===== src/rtl/comp4b.sv =====
// ============================================================================
// Module   : comp4b
// Brief    : Registered magnitude comparator (unsigned / two's-complement).
// Revision : 1.0 - initial release
// ============================================================================
`default_nettype none

module comp4b #(
    parameter int WIDTH = 4
) (
    input  logic             clk,
    input  logic             rst_n,
    input  logic [WIDTH-1:0] A,
    input  logic [WIDTH-1:0] B,
    input  logic             in_valid,
    input  logic             signed_mode,
    output logic             l,
    output logic             g,
    output logic             e,
    output logic             out_valid
);

    logic [WIDTH-1:0] w_flip;
    logic [WIDTH-1:0] w_a_key;
    logic [WIDTH-1:0] w_b_key;
    logic             w_lt;
    logic             w_gt;
    logic             w_eq;

    logic             r_l;
    logic             r_g;
    logic             r_e;
    logic             r_out_valid;

    // Inverting the sign bit maps two's-complement order onto unsigned order,
    // so a single unsigned comparator serves both modes.
    always_comb begin
        w_flip          = '0;
        w_flip[WIDTH-1] = signed_mode;
    end

    assign w_a_key = A ^ w_flip;
    assign w_b_key = B ^ w_flip;

    assign w_eq = (A == B);
    assign w_lt = (w_a_key < w_b_key);
    assign w_gt = ~w_eq & ~w_lt;

    always_ff @(posedge clk or negedge rst_n) begin
        if (!rst_n) begin
            r_l         <= 1'b0;
            r_g         <= 1'b0;
            r_e         <= 1'b0;
            r_out_valid <= 1'b0;
        end else begin
            r_out_valid <= in_valid;
            if (in_valid) begin
                r_l <= w_lt;
                r_g <= w_gt;
                r_e <= w_eq;
            end
        end
    end

    assign l         = r_l;
    assign g         = r_g;
    assign e         = r_e;
    assign out_valid = r_out_valid;

endmodule

`default_nettype wire


===== config.mk =====
export PLATFORM = sky130hd
export DESIGN_NAME = comp4b
export DESIGN_NICKNAME = d
export VERILOG_FILES = /design/src/rtl/comp4b.sv
export SDC_FILE = /design/constraint.sdc
export NUM_CORES = 1
export LEC_CHECK = 0
export ABC_AREA = 1
export CAP_MARGIN = 40
export CORE_AREA = 2 2 39 41
export CTS_CLUSTER_SIZE = 10
export DETAILED_ROUTE_END_ITERATION = 16
export DIE_AREA = 0 0 41 43
export PLACE_DENSITY_LB_ADDON = 0.25
export SYNTH_ARGS = -nofsm -noshare
export SYNTH_HDL_FRONTEND = slang
export SYNTH_SLANG_ARGS = --single-unit

===== constraint.sdc =====
create_clock -name clk -period 0.8 [get_ports clk]
set_input_delay 0.12 -clock clk [delete_from_list [all_inputs] [get_ports clk]]
set_output_delay 0.12 -clock clk [all_outputs]
set_load 0.1 [all_outputs]

### Word level (Yosys, flattened, before mapping)

Cells that the tools add are included.

* logic and storage cells: 11
* output and inout port bits: 4
* bits of input ports: 12
* bits in registers: 4

* eq/ne operators: 1
* bitwise gates (word level): 5
* $lt $le $gt $ge: 1

Operator list (count)
* 4-bit XOR: 2
* 4-bit equality test: 1
* 4-bit less-than comparator: 1
* 1-bit inverter: 2
* 1-bit AND: 1

### Depth between registers and ports, before layout

Gate-level depths: netlist of the first run.

* depth after elaboration: 4
* gate-level depth with buffers: 9
* gate-level depth less buffers: 9

### Worst setup path after synthesis of the first run

Ideal clock, no wire load.

* path kind: register to register
* start: register e (netlist name)
* end: register r_e (netlist: e)
* clock period less this slack: 1.157 ns
* buffers on the path: 0
* required time: 0.728 ns
* cell stages (with the launch flop): 3
* path slack: -0.357 ns
* arrival: 1.085 ns
* library setup time: 0.072 ns
* cell sequence: dfrtp_1 -> nor2_1 -> nor2_1

RTL lines
* to (signal assigned): line 60 `r_e <= w_eq;`
* to (decl): line 32 `logic r_e;`

### Final worst setup path of the first run

* start: register r_g (netlist: g)
* end: output port g

RTL lines
* from (decl): line 31 `logic r_g;`
* from (signal assigned): line 59 `r_g <= w_gt;`
* to (decl): line 18 `output logic g,`

No word-level cell between the ends.

==> results.md, run 1 <==
- First-pass GRT wire length: 931 um
- LEAKAGE: 0.2729 nW
- Worst r2r dst: l
- Crit-path leading delay family: flip-flops
- Largest net degree at the start of global routing: 6
- Antenna violations before repair: 0
- Setup violators final: 4
- Fin area: 533.0 um^2
- Syn nets: 54
- Max incr delay on CP: 0.48 ns
- Die area: 1763 um^2
- DIE HEIGHT: 43 um
- Vias in the first global route: 273
- Worst Hold Class: input pin to asynchronous set/reset pin
- Max VDD drop: 416.5 uV
- Layout Utilization: 38.52%
- DR vias/cell: 3.932
- Port bufs: 15
- Cells after synthesis: 39
- Worst-path fanout max: 2
- Layout cells sized above 1: 49.12%
- Total gr overflow: 0
- WP data required: 0.68 ns
- Cell Pwr Density: 1681 nW/um^2
- Max-slew headroom: 87.46%
- Worst path slowest cell: dfrtp_4
- Clk_lat worst skew: 0.23 ns
- CP arrival: 0.88 ns
- Critical path origin: g
- Pre-Repair DR Iteration Count: 1
- Drt wl/cell: 7.151 um
- Max Cap Violations: 0
- Tcrit/Tclk final: 124.8%
- CTS buffer count: 3
- Reg clk slew, reported paths: 0.03 ns
- Clock root cell: clkbuf_4
- Core area: 1384 um^2
- Minimum clock period: 0.9982 ns
- Mapped Area: 281.5 um^2
- DP HPWL: 441.6 um
- CTS max path bufs: 2
- Fin. max-slew vios: 0
- ANT cells: 0
- Clock Skew: 0 ns
- Area used by multi-input combinational logic: 181.4 um^2
- Final hold viol count: 0
- Setup TNS: -0.6468 ns
- Kind of critical path: flop to primary output
- Status: finished, violations left
- Io pins: 16
- RSZ-0062 raised after global routing: true
- GRT Util Overall: 7.638%
- Layout area overhead: 89.33%
- Post-synth cell types: 12
- FF-to-FF path depth: 2
- GP Congestion: 0.6468
- Post-synthesis sequential area ratio: 35.56%
- Max Fclk: 1.002 GHz
- Number of nets still failing antenna checks after routing: 0
- Cell row count: 14
- Initial drt markers: 0
- Clk sinks: 4
- DR vias: 287
- R2r setup slk: 0.11 ns
- FF-to-FF Start: l
- Tightest Pin Transition: 0.1875 ns
- Buf+Inv Stages, Crit Path: 1
- Effective utilization at floorplan: 20.34%
- Cell Chain, Critical Path: buf_12
- Reg area: 110.1 um^2
- Avg Cell Area, Syn: 7.218 um^2
- TritonCTS clock tree: built
- #FFs+latches synth: 4
- Crit path setup slack, layout: -0.1982 ns
- H-tree levels: 1
- Synth warn: 0
- DRC viols: 0
- Post-Route WL: 522 um
- DIE WIDTH: 41 um
- Critical Path Sink Type: primary output
- Failing checks: setup timing
- Power Total: 0.8958 mW
- NumNets Final: 74
- Filler cell count: 152
- DP Worst Slack: -0.5535 ns
- Critical Path Source Type: flop
- Dpl cell area: 514.2 um^2
power by group:
part | switching, mW | internal (mW) | total [mW]
sequential | 0.0212 | 0.236 | 0.257
combinational | 0.243 | 0.157 | 0.400
clock | 0.0723 | 0.167 | 0.239
total | 0.337 | 0.559 | 0.896
cell usage after synthesis:
library cell	instances	area share, %
dfrtp_1	4	36
ha_1	3	13
inv_1	8	11
inv_2	2	2.7
nand2_1	11	15
nand2_2	3	6.7
nand3_1	2	3.6
nand3_2	1	3.6
nand4_1	1	2.2
nor2_1	2	2.7
o21ai_1	1	1.8
o21bai_1	1	2.7
placed cells by master (no fill, tap or decap):
cell,netlist,routed
nand2_4,0,1
nand3_2,1,2
nor2_1,2,2
ha_1,3,1
dfrtp_2,0,2
buf_12,0,4
nand2_1,11,10
inv_1,8,6
inv_2,2,4
clkdlybuf4s50_1,0,2
ha_4,0,2
clkbuf_4,0,3
dfrtp_4,0,2
o21ai_1,1,1
dlygate4sd2_1,0,3
nand2_2,3,3
nand4_1,1,1
clkbuf_2,0,3
clkdlybuf4s15_1,0,1
nand3_1,2,1
o21bai_1,1,1
buf_2,0,2
state kept, by name, summed over array words and instances, names as in the netlist:
signal     cells
g              1
e              1
l              1
out_valid      1
metal layers:
metal / share of wire (%) / vias to the layer above / GRT usage (%)
met5: 0 / - / 0
met4: 0 / 0 / 6.000
met3: 12 / 0 / 2.094
met2: 49 / 11 / 10.63
met1: 39 / 123 / 9.355
li1: - / 153 / -
through the flow:
stage          cells  hold WS (ns)
2_1_floorplan     39       -0.1756
3_3_place_gp      70        0.3356
3_5_place_dp      70        0.3364
4_1_cts           73       0.08869
5_1_grt           73       0.09665
6_report          73       0.09535
how the worst max path moves through the flow:
stage               to  depth (start not counted)
global route         l                          1
detailed placement   g                         10
CTS                  g                          1
floorplan            e                          2
finish               g                          1
global placement     g                          9
layout make-up:
| cell class | count | area share [%] |
|---|---|---|
| Timing Repair Buffer | 15 | 30.28 |
| Inverter | 10 | 7.042 |
| Clock buffer | 3 | 4.225 |
| Multi-Input combinational cell | 25 | 34.04 |
| Sequential cell | 4 | 20.66 |
| Tap cell | 16 | 3.756 |
repair_timing:
item	4_1_cts	5_1_grt
hold buffers	0	0
buffers inserted	0	0
gates resized for setup	18	8
setup endpoints to repair	7	7
pin swaps	6	7
cloned	0	0
logic make-up after synthesis:
| logic type | count (synthesis) | synth area share [%] |
|---|---|---|
| and+or+nand+nor | 20 | 33.34 |
| buffers and inverters | 10 | 13.33 |
| DFF | 4 | 35.56 |
| adders and majority gates | 3 | 13.33 |
| AOI/OAI and AO/OA | 2 | 4.444 |
No activity file was read; power rests on OpenSTA's default activity.
==> inputs of run 2 (changes only) <==
==> constraint.sdc (replaced) <==
create_clock -name clk -period 1 [get_ports clk]
set_input_delay 0.15 -clock clk [delete_from_list [all_inputs] [get_ports clk]]
set_output_delay 0.15 -clock clk [all_outputs]
set_load 0.1 [all_outputs]
==> run 2 against run 1 <==
Via count rose by 0.70%. The run now ends clean. Non-clock buffer count unchanged. Sequential share of layout area is 1.0 points lower. Critical path depth unchanged. Combinational power decreased by 20%. Design area up 0.47%. Clock skew unchanged. Clock power fell by 17%. Clock-buffer cell count unchanged. Largest power group unchanged. Cell count unchanged.
==> results.md, run 2 (same netlist as run 1, synthesis figures left out) <==
- Status: finished, final reports clean
- Placed Instances: 70 (unchanged)
- Critical Path Sink Type: primary output
- Crit path setup slack, layout: 0.02864 ns (+0.2269 ns)
- Max-slew headroom: 87.26% (-0.20 points)
- First-pass GRT wire length: 903 um (-3.0%)
- Critical path origin: e
- Setup violators final: 0 (-4)
- Power Total: 0.7189 mW (-20%)
- Max VDD drop: 594.6 uV (+43%)
- H-tree levels: 1 (unchanged)
- Critical path depth in cells: 1 (unchanged)
- Initial drt markers: 5 (+5)
- Worst r2r dst: e
- Combinational power share: 44.4% (-0.2 points)
- Tightest Pin Transition: 0.1905 ns (+0.003018 ns)
- DIE WIDTH: 41 um (unchanged)
- Reg power frac: 28.0% (-0.7 points)
- Layout area overhead: 90.22%
- LEAKAGE: 0.2884 nW (+5.7%)
- WP data required: 0.85 ns (+0.17 ns)
- Crit-path leading delay family: flip-flops
- Non-Filler Instances: 73 (unchanged)
- Clock root cell: clkbuf_4
- Max Fclk: 1.029 GHz
- TritonCTS clock tree: built
- Io pins: 16 (unchanged)
- DR vias/cell: 3.959 (+0.70%)
- Clock Skew: 0 ns (unchanged)
- Largest net degree at the start of global routing: 6 (unchanged)
- DP Worst Slack: -0.4328 ns (+0.1207 ns)
- GRT Util Overall: 8.056% (+0.42 points)
- Cell Chain, Critical Path: buf_12
- ANT cells: 0 (unchanged)
- CTS buffer count: 3 (unchanged)
- Clk pwr share: 27.7% (+1.0 points)
- GP Congestion: 0.5567 (-14%)
- R2r setup slk: 0.33 ns (+0.22 ns)
- Clk_lat worst skew: 0.23 ns (about the same)
- Drt wl/cell: 7.836 um (+9.6%)
- Layout cells sized above 1: 36.84% (-12 points)
- FF-to-FF path depth: 2 (unchanged)
- DP HPWL: 476.9 um (+8.0%)
- Final hold slack: 0.1159 ns (+0.02058 ns)
- Worst path slowest cell: dfrtp_2
- Worst Hold Class: input pin to asynchronous set/reset pin
- Post-Route WL: 572 um (+9.6%)
- FF-to-FF Start: e
- CP arrival: 0.82 ns (-0.06 ns)
- Net Sw Power: 0.2746 mW (-18%)
- Dpl cell area: 496.7 um^2 (-3.4%)
- Core area: 1384 um^2 (unchanged)
- DR vias: 289 (+0.70%)
- Layout Utilization: 38.70% (+0.18 points)
- Switch share: 38.19% (+0.63 points)
- Vias in the first global route: 251 (-8.1%)
- Pre-Repair DR Iteration Count: 3 (+2)
- Total gr overflow: 0 (unchanged)
- Kind of critical path: flop to primary output
- Critical Path Source Type: flop
- Tcrit/Tclk final: 97.14%
- DRC viols: 0 (unchanged)
- Max Cap Violations: 0 (unchanged)
- Minimum clock period: 0.9714 ns
- DIE HEIGHT: 43 um (unchanged)
- Cell Pwr Density: 1343 nW/um^2 (-20%)
- Effective utilization at floorplan: 20.34% (unchanged)
- Die area: 1763 um^2 (unchanged)
- Most common cell after layout, fill and taps aside: nand2_1
- Clk sinks: 4 (unchanged)
- CTS Hold Bufs: 0 (unchanged)
- Buf+Inv Stages, Crit Path: 1 (unchanged)
- Port bufs: 15 (unchanged)
- Filler cell count: 152 (unchanged)
- Number of nets still failing antenna checks after routing: 0 (unchanged)
- Fin. max-slew vios: 0 (unchanged)
- Fin area: 535.5 um^2 (+0.47%)
- Antenna violations before repair: 0 (unchanged)
- Setup TNS: 0 ns (+0.6468 ns)
- Cell row count: 14 (unchanged)
- Max incr delay on CP: 0.41 ns (-0.07 ns)
- RSZ-0062 raised after global routing: false
- Internal Power: 0.4444 mW (-21%)
- Most frequent cells in the layout: 11 x nand2_1, 7 x inv_1, 7 x dlygate4sd2_1, 4 x dfrtp_2, 4 x buf_12
- NumNets Final: 74 (unchanged)
- CTS max path bufs: 2 (unchanged)
- Final hold viol count: 0 (unchanged)
- Worst-path fanout max: 2 (unchanged)
- Reg clk slew, reported paths: 0.04 ns (about the same)
[run 2: worst max path at each step]
stage	to	slack (ns)
2_1_floorplan	e	0.1
3_3_place_gp	g	-0.42
5_1_grt	l	0.0007
3_5_place_dp	g	-0.43
6_report	e	0.03
4_1_cts	g	0.01
[run 2: area by class of cell]
type                    count  area (um^2)  share of cell area, %
well taps                  16        20.02                  3.738
flip-flops and latches      4        105.1                  19.63
clock buffers               3        22.52                  4.206
inverters                  10        37.54                  7.009
multi-input cells          25        166.4                  31.07
repair buffers             15        183.9                  34.35
[run 2: power groups by stage]
| stage | combinational [mW] | sequential (mW) | clock, mW |
|---|---|---|---|
| after detailed placement | 0.320 | 0.204 | 0 |
| after floorplan | 0.0612 | 0.318 | 0 |
| final | 0.319 | 0.201 | 0.199 |
| after global placement | 0.319 | 0.203 | 0 |
| after CTS | 0.323 | 0.202 | 0.205 |
| after global routing | 0.341 | 0.203 | 0.227 |
[run 2: what timing repair did]
action / in CTS / in global routing
endpoints found under the setup margin: 3 / 1
resized for setup: 11 / 1
pin swaps: 10 / 0
setup buffers: 0 / 0
[run 2: routing by layer]
metal  wire length (um)  global-route usage [%]
met2                284                   10.63
met1                232                   9.091
met4                  0                   2.000
met3                 54                   7.853
met5                  0                       0
==> inputs of run 3 (changes only) <==
--- a/config.mk
+++ b/config.mk
@@ -12,6 +12,7 @@
 export DETAILED_ROUTE_END_ITERATION = 16
 export DIE_AREA = 0 0 41 43
 export PLACE_DENSITY_LB_ADDON = 0.25
+export SKIP_CTS_REPAIR_TIMING = 1
 export SYNTH_ARGS = -nofsm -noshare
 export SYNTH_HDL_FRONTEND = slang
 export SYNTH_SLANG_ARGS = --single-unit
==> run 3 against run 2 <==
Sequential cell count unchanged. Setup slack gained 0.0016 ns. Clock power barely moved. Register-to-register slack is essentially flat. Via count increased by 0.35%. Clock-buffer cell count did not move. Maximum frequency increased by 0.17%. Total power is 1.1% higher. Critical endpoint is now g.
==> results.md, run 3 (same netlist as run 1, synthesis figures left out) <==
- Initial drt markers: 4 (-1)
- Fin. max-slew vios: 0 (unchanged)
- First-pass GRT wire length: 876 um (-3.0%)
- Max-slew headroom: 87.31% (about the same)
- Worst Hold Class: input pin to asynchronous set/reset pin
- Critical path origin: g
- Max incr delay on CP: 0.42 ns (about the same)
- Pre-Repair DR Iteration Count: 3 (unchanged)
- Tcrit/Tclk final: 96.97% (-0.16 points)
- WP data required: 0.85 ns (about the same)
- Max VDD drop: 594.2 uV (about the same)
- DIE HEIGHT: 43 um (unchanged)
- Total gr overflow: 0 (unchanged)
- FF-to-FF Start: e
- Post-Route WL: 599 um (+4.7%)
- Max Cap Violations: 0 (unchanged)
- ANT cells: 0 (unchanged)
- NumNets Final: 74 (unchanged)
- Layout area overhead: 104.0%
- DP HPWL: 476.9 um (unchanged)
- Final hold viol count: 0 (unchanged)
- Layout cells sized above 1: 40.35% (+3.5 points)
- DRC viols: 0 (unchanged)
- Crit-path leading delay family: flip-flops
- Critical Path Sink Type: primary output
- Clock root cell: clkbuf_4
- Cell Chain, Critical Path: buf_12
- Clock Skew: 0 ns (unchanged)
- GP Congestion: 0.5567 (unchanged)
- Max Fclk: 1.031 GHz (+0.17%)
- WL met3: 48 um (-11%)
- CTS buffer count: 3 (unchanged)
- Filler cell count: 145 (-4.6%)
- DR vias: 290 (+0.35%)
- Cell row count: 14 (unchanged)
- Placed Instances: 70 (unchanged)
- H-tree levels: 1 (unchanged)
- Effective utilization at floorplan: 20.34% (unchanged)
- Uppermost routed layer: met3
- Largest net degree at the start of global routing: 6 (unchanged)
- TritonCTS clock tree: built
- Non-Filler Instances: 73 (unchanged)
- DIE WIDTH: 41 um (unchanged)
- Clk_lat worst skew: 0.23 ns (about the same)
- Io pins: 16 (unchanged)
- CTS max path bufs: 2 (unchanged)
- Met2 WL: 305 um (+7.4%)
- Kind of critical path: flop to primary output
- GRT Util Overall: 7.855% (-0.20 points)
- RSZ-0062 raised after global routing: false
- Layout Utilization: 41.50% (+2.8 points)
- Worst-path fanout max: 2 (unchanged)
- Cell Pwr Density: 1265 nW/um^2 (-5.8%)
- Die area: 1763 um^2 (unchanged)
- Status: finished, final reports clean
- Most frequent cells in the layout: 11 x nand2_1, 8 x dlymetal6s2s_1, 6 x inv_1
- Buf+Inv Stages, Crit Path: 1 (unchanged)
- Tightest Pin Transition: 0.1897 ns (-0.0007875 ns)
- Reg clk slew, reported paths: 0.04 ns (about the same)
- Core area: 1384 um^2 (unchanged)
- Antenna violations before repair: 0 (unchanged)
- Clk sinks: 4 (unchanged)
- CP arrival: 0.82 ns (about the same)
- Port bufs: 15 (unchanged)
- Worst path slowest cell: dfrtp_2
- Minimum clock period: 0.9697 ns (-0.001636 ns)
- Critical Path Source Type: flop
- Number of nets still failing antenna checks after routing: 0 (unchanged)
- LEAKAGE: 0.3419 nW (+19%)
- Met1 WL: 245 um (+5.6%)
- Setup violators final: 0 (unchanged)
- Vias in the first global route: 241 (-4.0%)
- Most common cell after layout, fill and taps aside: nand2_1
- DR vias/cell: 3.973 (+0.35%)
- Drt wl/cell: 8.205 um (+4.7%)
[run 3: cell count changes in the layout (fill, tap and decap cells not counted)]
cell	delta
ha_1	-1
dlymetal6s2s_1	+7
inv_1	-1
dlygate4sd2_1	-7
ha_4	+1
inv_2	+1
[run 3: cell type report]
type / count / area (um^2) / area share [%]
timing repair buffer: 15 / 210.2 / 36.60
sequential: 4 / 105.1 / 18.30
multi-input combinational: 25 / 178.9 / 31.15
tap: 16 / 20.02 / 3.486
clock buffer: 3 / 22.52 / 3.922
inverter: 10 / 37.54 / 6.536
[run 3: path summary, 6_finish.rpt]
check	to	slack, ns	cells after the start
max in group asynchronous	g	0.70	1
worst max register to register	e	0.33	2
worst min register to register	l	0.52	2
min in group clk	l	0.41	5
worst min-delay path	out_valid	0.12	1
worst max-delay path	g	0.03	1
[run 3: report_power, final]
group          total, mW  internal (mW)  switching [mW]
clock              0.196          0.134          0.0617
sequential         0.202          0.183          0.0184
combinational      0.329          0.135           0.194
total              0.727          0.452           0.274
[run 3: metrics by stage]
step | area (um^2) | hold WS (ns) | setup WS (ns) | TNS, ns | total power, mW
global route | 574.3 | 0.1164 | 0.0007013 | 0 | 0.7827
floorplan | 286.5 | -0.1456 | 0.09738 | 0 | 0.3796
detailed placement | 496.7 | 0.3677 | -0.4328 | -1.167 | 0.5241
CTS | 519.2 | 0.1187 | -0.1868 | -0.4375 | 0.7282
finish | 574.3 | 0.1193 | 0.03027 | 0 | 0.7266
global placement | 496.7 | 0.3706 | -0.4211 | -1.127 | 0.5222
[run 3: per-layer routing]
metal	track usage, %	vias up
li1	-	153
met1	8.766	126
met2	10.31	11
met3	7.853	0
met4	2.000	0
met5	0	-
